===== src/rtl/sirv_spi_xfer_ctrl_if.sv =====
// sirv_spi_xfer_ctrl_if
//   Byte transfer handshake between a byte producer/consumer and the SPI
//   frame sequencer.
//   tx_valid/tx_ready : byte request, taken when both are high
//   tx_data           : byte to send, MSB first
//   tx_dir            : dual/quad only, 1 = drive lanes, 0 = receive
//   rx_valid          : one-cycle pulse, rx_data valid (no backpressure)
//   rx_data           : received byte
//   master modport: the byte producer side; slave modport: the sequencer.
interface sirv_spi_xfer_ctrl_if;
    logic       tx_valid;
    logic       tx_ready;
    logic [7:0] tx_data;
    logic       tx_dir;
    logic       rx_valid;
    logic [7:0] rx_data;

    modport master (
        output tx_valid, tx_data, tx_dir,
        input  tx_ready, rx_valid, rx_data
    );

    modport slave (
        input  tx_valid, tx_data, tx_dir,
        output tx_ready, rx_valid, rx_data
    );
endinterface


===== src/rtl/sirv_spi_xfer_ctrl.sv =====
// sirv_spi_xfer_ctrl
//   Byte-frame SPI master sequencer. Takes bytes over a valid/ready
//   handshake, generates SCK from a programmable half-period divider,
//   shifts data out on 1/2/4 lanes and assembles the received byte.
//   Handles CS setup, hold-between-frames and release.
// Ports:
//   clk, rst_n   : clock, asynchronous active-low reset
//   cfg_*        : live configuration, latched when a byte is accepted
//   bus          : tx/rx byte handshake (slave modport)
//   spi_sck      : SCK pin
//   spi_dq_o/oe  : lane output values / enables
//   spi_dq_i     : lane input values
//   spi_cs       : chip selects, active low
//   busy         : sequencer not idle
module sirv_spi_xfer_ctrl #(
    parameter int DIV_WIDTH = 12,
    parameter int CS_WIDTH  = 4
) (
    input  logic                 clk,
    input  logic                 rst_n,
    input  logic [DIV_WIDTH-1:0] cfg_div,
    input  logic                 cfg_cpol,
    input  logic                 cfg_cpha,
    input  logic [1:0]           cfg_proto,
    input  logic [1:0]           cfg_csid,
    input  logic                 cfg_cshold,
    sirv_spi_xfer_ctrl_if.slave  bus,
    output logic                 spi_sck,
    output logic [3:0]           spi_dq_o,
    output logic [3:0]           spi_dq_oe,
    input  logic [3:0]           spi_dq_i,
    output logic [CS_WIDTH-1:0]  spi_cs,
    output logic                 busy
);

    localparam logic [2:0] ST_IDLE  = 3'd0;
    localparam logic [2:0] ST_SETUP = 3'd1;
    localparam logic [2:0] ST_XFER  = 3'd2;
    localparam logic [2:0] ST_HOLD  = 3'd3;
    localparam logic [2:0] ST_CSEND = 3'd4;

    logic [2:0]           state;
    logic                 live;      // low only in the first cycle after reset
    logic [DIV_WIDTH-1:0] div_q;
    logic                 cpol_q;
    logic                 cpha_q;
    logic [1:0]           proto_q;
    logic [1:0]           csid_q;
    logic                 cshold_q;
    logic                 dir_q;
    logic [DIV_WIDTH-1:0] div_cnt;
    logic [3:0]           hp;        // half-period index within XFER
    logic [7:0]           tx_sh;
    logic [7:0]           rx_sh;
    logic                 rx_valid_q;
    logic [7:0]           rx_data_q;

    logic       tick;
    logic [3:0] hp_next;
    logic [3:0] last_hp;
    logic       at_last;
    logic       xfer_tick;
    logic       lead_ev;
    logic       trail_ev;
    logic       sample_ev;
    logic       shift_ev;
    logic       same_cs;
    logic       accept_idle;
    logic       accept_hold;
    logic       accept;
    logic [7:0] rx_next;
    logic [7:0] tx_shifted;
    logic [3:0] tx_lanes;
    logic [3:0] oe_mask;
    logic       drive;
    logic       cs_active;

    assign tick      = (div_cnt == '0);
    assign hp_next   = hp + 4'd1;
    assign at_last   = (hp == last_hp);
    assign xfer_tick = (state == ST_XFER) && tick;

    // XFER half-period k has SCK = cpol ^ k[0], so entering an odd k is a
    // leading edge and entering an even k (>=2) is a trailing edge. The last
    // trailing edge coincides with leaving XFER.
    assign lead_ev  = xfer_tick && !at_last &&  hp_next[0];
    assign trail_ev = xfer_tick && !at_last && !hp_next[0];
    // cpha=1: the first leading edge does not shift, bit 7 is already out.
    assign sample_ev = cpha_q ? trail_ev : lead_ev;
    assign shift_ev  = cpha_q ? (lead_ev && (hp_next != 4'd1)) : trail_ev;

    assign same_cs     = (cfg_csid == csid_q);
    assign accept_idle = (state == ST_IDLE) && live && bus.tx_valid;
    assign accept_hold = (state == ST_HOLD) && bus.tx_valid && same_cs;
    assign accept      = accept_idle || accept_hold;

    always_comb begin
        last_hp    = 4'd15;
        rx_next    = {rx_sh[6:0], spi_dq_i[1]};
        tx_shifted = {tx_sh[6:0], 1'b0};
        tx_lanes   = {3'b000, tx_sh[7]};
        oe_mask    = 4'b0001;
        case (proto_q)
            2'd0: ;
            2'd1: begin
                last_hp    = 4'd7;
                rx_next    = {rx_sh[5:0], spi_dq_i[1:0]};
                tx_shifted = {tx_sh[5:0], 2'b00};
                tx_lanes   = {2'b00, tx_sh[7:6]};
                oe_mask    = dir_q ? 4'b0011 : 4'b0000;
            end
            default: begin
                last_hp    = 4'd3;
                rx_next    = {rx_sh[3:0], spi_dq_i};
                tx_shifted = {tx_sh[3:0], 4'b0000};
                tx_lanes   = tx_sh[7:4];
                oe_mask    = dir_q ? 4'b1111 : 4'b0000;
            end
        endcase
    end

    always_ff @(posedge clk or negedge rst_n) begin
        if (!rst_n) begin
            state      <= ST_IDLE;
            live       <= 1'b0;
            div_q      <= '0;
            cpol_q     <= 1'b0;
            cpha_q     <= 1'b0;
            proto_q    <= '0;
            csid_q     <= '0;
            cshold_q   <= 1'b0;
            dir_q      <= 1'b0;
            div_cnt    <= '0;
            hp         <= '0;
            tx_sh      <= '0;
            rx_sh      <= '0;
            rx_valid_q <= 1'b0;
            rx_data_q  <= '0;
        end else begin
            live       <= 1'b1;
            rx_valid_q <= 1'b0;

            if (state == ST_SETUP || state == ST_XFER || state == ST_CSEND)
                div_cnt <= tick ? div_q : div_cnt - DIV_WIDTH'(1);
            if (shift_ev)
                tx_sh <= tx_shifted;
            if (sample_ev)
                rx_sh <= rx_next;

            if (accept) begin
                div_q    <= cfg_div;
                cpol_q   <= cfg_cpol;
                cpha_q   <= cfg_cpha;
                proto_q  <= cfg_proto;
                csid_q   <= cfg_csid;
                cshold_q <= cfg_cshold;
                dir_q    <= bus.tx_dir;
                tx_sh    <= bus.tx_data;
                rx_sh    <= '0;
                hp       <= '0;
                div_cnt  <= cfg_div;
            end

            case (state)
                ST_IDLE:  if (accept_idle) state <= ST_SETUP;
                ST_SETUP: if (tick) state <= ST_XFER;
                ST_XFER: begin
                    if (tick) begin
                        if (at_last) begin
                            rx_valid_q <= 1'b1;
                            // cpha=1 takes its final sample on the exit edge
                            rx_data_q  <= cpha_q ? rx_next : rx_sh;
                            state      <= cshold_q ? ST_HOLD : ST_CSEND;
                        end else begin
                            hp <= hp_next;
                        end
                    end
                end
                ST_HOLD: begin
                    if (accept_hold) begin
                        state <= ST_XFER;
                    end else if (!cfg_cshold || bus.tx_valid) begin
                        // a request for another CS stays pending until IDLE
                        state   <= ST_CSEND;
                        div_cnt <= div_q;
                    end
                end
                ST_CSEND: if (tick) state <= ST_IDLE;
                default:  state <= ST_IDLE;
            endcase
        end
    end

    assign drive     = (state == ST_SETUP) || (state == ST_XFER);
    assign cs_active = (state != ST_IDLE);

    always_comb begin
        case (state)
            ST_IDLE: spi_sck = live ? cfg_cpol : 1'b0;
            ST_XFER: spi_sck = cpol_q ^ hp[0];
            default: spi_sck = cpol_q;
        endcase
    end

    assign spi_dq_oe = drive ? oe_mask : 4'b0000;
    assign spi_dq_o  = tx_lanes & spi_dq_oe;

    always_comb begin
        spi_cs = '1;
        for (int unsigned i = 0; i < CS_WIDTH; i++)
            if (cs_active && (i == 32'(csid_q)))
                spi_cs[i] = 1'b0;
    end

    // In HOLD a request for a different CS is refused so it survives the
    // trip through CSEND and IDLE.
    always_comb begin
        case (state)
            ST_IDLE: bus.tx_ready = live;
            ST_HOLD: bus.tx_ready = !(bus.tx_valid && !same_cs);
            default: bus.tx_ready = 1'b0;
        endcase
    end

    assign bus.rx_valid = rx_valid_q;
    assign bus.rx_data  = rx_data_q;
    assign busy         = (state != ST_IDLE);

endmodule

===== src/flat_wrapper.sv =====
// flat-port wrapper written by rule: the top's interface ports become plain ports
module sirv_spi_xfer_ctrl_flat 
#(
    parameter int DIV_WIDTH = 12,
    parameter int CS_WIDTH  = 4
)
  (clk, rst_n, cfg_div, cfg_cpol, cfg_cpha, cfg_proto, cfg_csid, cfg_cshold, spi_sck, spi_dq_o, spi_dq_oe, spi_dq_i, spi_cs, busy, bus_tx_valid, bus_tx_data, bus_tx_dir, bus_tx_ready, bus_rx_valid, bus_rx_data);
  sirv_spi_xfer_ctrl_if bus_i ();
  input  logic clk;
  input  logic rst_n;
  input  logic [DIV_WIDTH-1:0] cfg_div;
  input  logic cfg_cpol;
  input  logic cfg_cpha;
  input  logic [1:0] cfg_proto;
  input  logic [1:0] cfg_csid;
  input  logic cfg_cshold;
  output logic spi_sck;
  output logic [3:0] spi_dq_o;
  output logic [3:0] spi_dq_oe;
  input  logic [3:0] spi_dq_i;
  output logic [CS_WIDTH-1:0] spi_cs;
  output logic busy;
  input wire logic [$bits(bus_i.tx_valid)-1:0] bus_tx_valid;
  input wire logic [$bits(bus_i.tx_data)-1:0] bus_tx_data;
  input wire logic [$bits(bus_i.tx_dir)-1:0] bus_tx_dir;
  output wire logic [$bits(bus_i.tx_ready)-1:0] bus_tx_ready;
  output wire logic [$bits(bus_i.rx_valid)-1:0] bus_rx_valid;
  output wire logic [$bits(bus_i.rx_data)-1:0] bus_rx_data;
  assign bus_i.tx_valid = bus_tx_valid;
  assign bus_i.tx_data = bus_tx_data;
  assign bus_i.tx_dir = bus_tx_dir;
  assign bus_tx_ready = bus_i.tx_ready;
  assign bus_rx_valid = bus_i.rx_valid;
  assign bus_rx_data = bus_i.rx_data;
  sirv_spi_xfer_ctrl #(.DIV_WIDTH(DIV_WIDTH), .CS_WIDTH(CS_WIDTH)) u_core (.clk(clk), .rst_n(rst_n), .cfg_div(cfg_div), .cfg_cpol(cfg_cpol), .cfg_cpha(cfg_cpha), .cfg_proto(cfg_proto), .cfg_csid(cfg_csid), .cfg_cshold(cfg_cshold), .bus(bus_i), .spi_sck(spi_sck), .spi_dq_o(spi_dq_o), .spi_dq_oe(spi_dq_oe), .spi_dq_i(spi_dq_i), .spi_cs(spi_cs), .busy(busy));
endmodule

===== config.mk =====
export PLATFORM = sky130hd
export DESIGN_NAME = sirv_spi_xfer_ctrl_flat
export DESIGN_NICKNAME = d
export VERILOG_FILES = /design/src/rtl/sirv_spi_xfer_ctrl_if.sv /design/src/rtl/sirv_spi_xfer_ctrl.sv /design/src/flat_wrapper.sv
export SDC_FILE = /design/constraint.sdc
export NUM_CORES = 1
export LEC_CHECK = 0
export CAP_MARGIN = 20
export CELL_PAD_IN_SITES_DETAIL_PLACEMENT = 0
export CELL_PAD_IN_SITES_GLOBAL_PLACEMENT = 1
export CORE_UTILIZATION = 48
export CTS_CLUSTER_SIZE = 28
export DETAILED_ROUTE_END_ITERATION = 8
export DONT_BUFFER_PORTS = 1
export PLACE_DENSITY_LB_ADDON = 0.15
export SYNTH_ARGS = -nofsm -noshare
export SYNTH_HDL_FRONTEND = slang
export SYNTH_SLANG_ARGS = --single-unit

===== constraint.sdc =====
create_clock -name clk -period 2.9 [get_ports clk]
set_input_delay 0.58 -clock clk [delete_from_list [all_inputs] [get_ports clk]]
set_output_delay 0.58 -clock clk [all_outputs]
set_load 0.1 [all_outputs]

==> impl_metrics.env <==
export IMPL_syn_nets=480
export IMPL_ys_warn_count=0
export IMPL_place_congestion=0.888
export IMPL_ant_nets=0
export IMPL_viasPerCell=5.78
export IMPL_multi_input_area_um2=2040
export IMPL_fin_skew_ns=0.0101
export IMPL_grt_overflow_total=0
export IMPL_synth_seq_cells=65
export IMPL_cap_violations=0
export IMPL_placementRows=32
export IMPL_cp_required_ns=3.17
export IMPL_grt_pass1_vias=3120
export IMPL_hold_class="in2async"
export IMPL_cts_resized=0
export IMPL_r2r_end="u_core.tx_sh[2]$_DFFE_PN0P_"
export IMPL_fin_tns_setup_ns=0
export IMPL_grt_pass1_wl_um=15400
export IMPL_tightestPinTransition_ns=0.900
export IMPL_clockBufferDepth=2
export IMPL_ys_seq_area_frac=0.427
export IMPL_wl_per_cell_um=16.2
export IMPL_reg2reg_slack_ns=0.26
export IMPL_slew_headroom=0.400
export IMPL_fin_crit_sh=0.911
export IMPL_diodes=0
export IMPL_drt_total_wl_um=9010
export IMPL_areaGrowthSynthToFinish_pct=13.2
export IMPL_dpl_cell_count=540
export IMPL_startpoint_type="register"
export IMPL_endpoint_kind="register"
export IMPL_leakagePower_nw=2.00
export IMPL_rsz0062_at_grt="no"
export IMPL_clk_pin_slew_ns=0.07
export IMPL_critical_path_arrival_ns=2.91
export IMPL_fmax_mhz=379
export IMPL_vias=3218
export IMPL_hold_violations=0
export IMPL_drc=0
export IMPL_cts_sinks=65
export IMPL_yosysUniqueCellTypes=60
export IMPL_cts_tree="built"
export IMPL_io_buffers=0
export IMPL_fin_cells=557
export IMPL_synthCells=441
export IMPL_drtIter0Drc=108
export IMPL_cts_root_buf="clkbuf_8"
export IMPL_core_um2=7690
export IMPL_status="finished clean"
export IMPL_synth_edf_count=0
export IMPL_syn_area_um2=3810
export IMPL_clock_latency_ns=0.35
export IMPL_fill_cells=722
export IMPL_drtPass1Iterations=4
export IMPL_seqCellArea_um2=1630
export IMPL_syn_avg_cell_area_um2=8.64
export IMPL_fin_crit_ns=2.64
export IMPL_fin_total_pwr_mw=2.62
export IMPL_path_max_fanout=6
export IMPL_report_final_slew_viol_count=0
export IMPL_async_reset_ff_frac=1.00
export IMPL_worstReg2RegStart="u_core.div_cnt[0]$_DFF_PN0_"
export IMPL_power_density_nw_per_um2=607
export IMPL_setup_viol=0
export IMPL_synthFlopType="dfrtp_1"
export IMPL_ir_drop_uv=411
export IMPL_die_w_um=91.1
export IMPL_crit_type="reg2reg"
export IMPL_hpwl_um=6180
export IMPL_start_util=0.496
export IMPL_numCtsBuffers=9
export IMPL_io_pins=59
export IMPL_grt_use_total=0.232
export IMPL_antenna_found_initial=0
export IMPL_nNetsFinal=489
export IMPL_die_area_um2=8300
export IMPL_drive_gt1_frac=0.130
export IMPL_die_h_um=91.1
export IMPL_grt_max_degree=66
export IMPL_htree_levels=3
export IMPL_reg2regPathDepth=7
[repair_timing]
| item | 4_1_cts | 5_1_grt |
|---|---|---|
| hold buffers | 1 | 0 |
| setup buffers | 0 | 0 |
| endpoints found under the hold margin | 65 | 0 |
[metrics by stage]
stage	utilization	instance area, um^2	hold slack [ns]	setup slack, ns
global route	0.561	4310	0.123	0.0611
detailed placement	0.534	4110	0.286	0.289
finish	0.561	4310	0.0919	0.258
CTS	0.561	4310	0.111	0.268
floorplan	-	3840	0.284	-0.00733
global placement	0.534	4110	0.286	0.400
[critical path: stages (launching register included)]
cell,delay (ns)
dfrtp_1,0.44
inv_1,0.11
ha_1,0.20
or4b_4,0.50
nor4_4,0.42
o2111ai_1,0.31
or3_1,0.42
a31oi_1,0.17
[synthesized netlist by cell type (5+ instances only)]
library cell,n,area [um^2]
nor2_1,37,139
buf_1,5,18.8
o211ai_1,5,37.5
clkbuf_1,21,78.8
nor4_1,5,31.3
nand2_1,84,315
dfrtp_1,65,1630
a21oi_1,18,90.1
mux2i_1,37,370
a31oi_1,5,31.3
nand4_1,5,31.3
inv_1,16,60.1
o21ai_0,36,180
and3_1,6,37.5
nand3_1,14,70.1
[report_power, final]
group	switching, mW	internal (mW)
sequential	0.160	1.03
combinational	0.418	0.299
clock	0.374	0.333
total	0.952	1.67
[how the worst max path moves through the flow]
stage	start	end	depth (start not counted)
CTS	u_core.div_cnt[0]$_DFF_PN0_	u_core.tx_sh[2]$_DFFE_PN0P_	7
floorplan	u_core.state[0]$_DFFE_PN0P_	spi_sck	5
detailed placement	u_core.div_cnt[0]$_DFF_PN0_	u_core.tx_sh[2]$_DFFE_PN0P_	7
global route	u_core.div_cnt[0]$_DFF_PN0_	u_core.tx_sh[2]$_DFFE_PN0P_	7
global placement	u_core.div_cnt[0]$_DFF_PN0_	u_core.tx_sh[2]$_DFFE_PN0P_	7
finish	u_core.div_cnt[0]$_DFF_PN0_	u_core.tx_sh[2]$_DFFE_PN0P_	7
[cell type report]
type                    count  share of cell area
repair buffers             26              0.0644
flip-flops and latches     65               0.377
clock inverters             6              0.0102
inverters                  16              0.0139
clock buffers              10              0.0319
multi-input cells         332               0.473
well taps                 102              0.0296
[per-layer routing]
layer,GRT usage,wire (um),share of wire
met1,0.310,4190,0.47
met2,0.372,4290,0.48
met3,0.0461,415,0.046
met4,0.0873,106,0.012
met5,0,0,0
[registers in the layout, summed over array words and instances (netlist names)]
name,flops
u_core.bus.rx_data,8
u_core.bus.rx_valid,1
u_core.cpha_q,1
u_core.cpol_q,1
u_core.cshold_q,1
u_core.csid_q,2
u_core.dir_q,1
u_core.div_cnt,12
u_core.div_q,12
u_core.hp,4
u_core.live,1
u_core.proto_q,2
u_core.rx_sh,8
u_core.state,3
u_core.tx_sh,8
[layout by cell type, fill, tap and decap left out, types with 10 or more instances in the layout]
master / n
inv_1: 16
a21oi_1: 18
dfrtp_1: 65
nand2_1: 84
buf_4: 20
clkbuf_8: 10
nand3_1: 14
o21ai_0: 35
mux2i_1: 37
nor2_1: 33
[cells by family after synthesis]
group / count (synthesis) / synth area share
muxes: 39 / 0.103
AOI/OAI and AO/OA: 99 / 0.165
xor gates and xnor gates: 8 / 0.0184
DFF: 65 / 0.427
other: 1 / 0.000984
and+or+nand+nor: 181 / 0.226
buffers and inverters: 44 / 0.0463
adders and majority gates: 4 / 0.0131
Note: power is estimated with default switching activity, not from simulation.
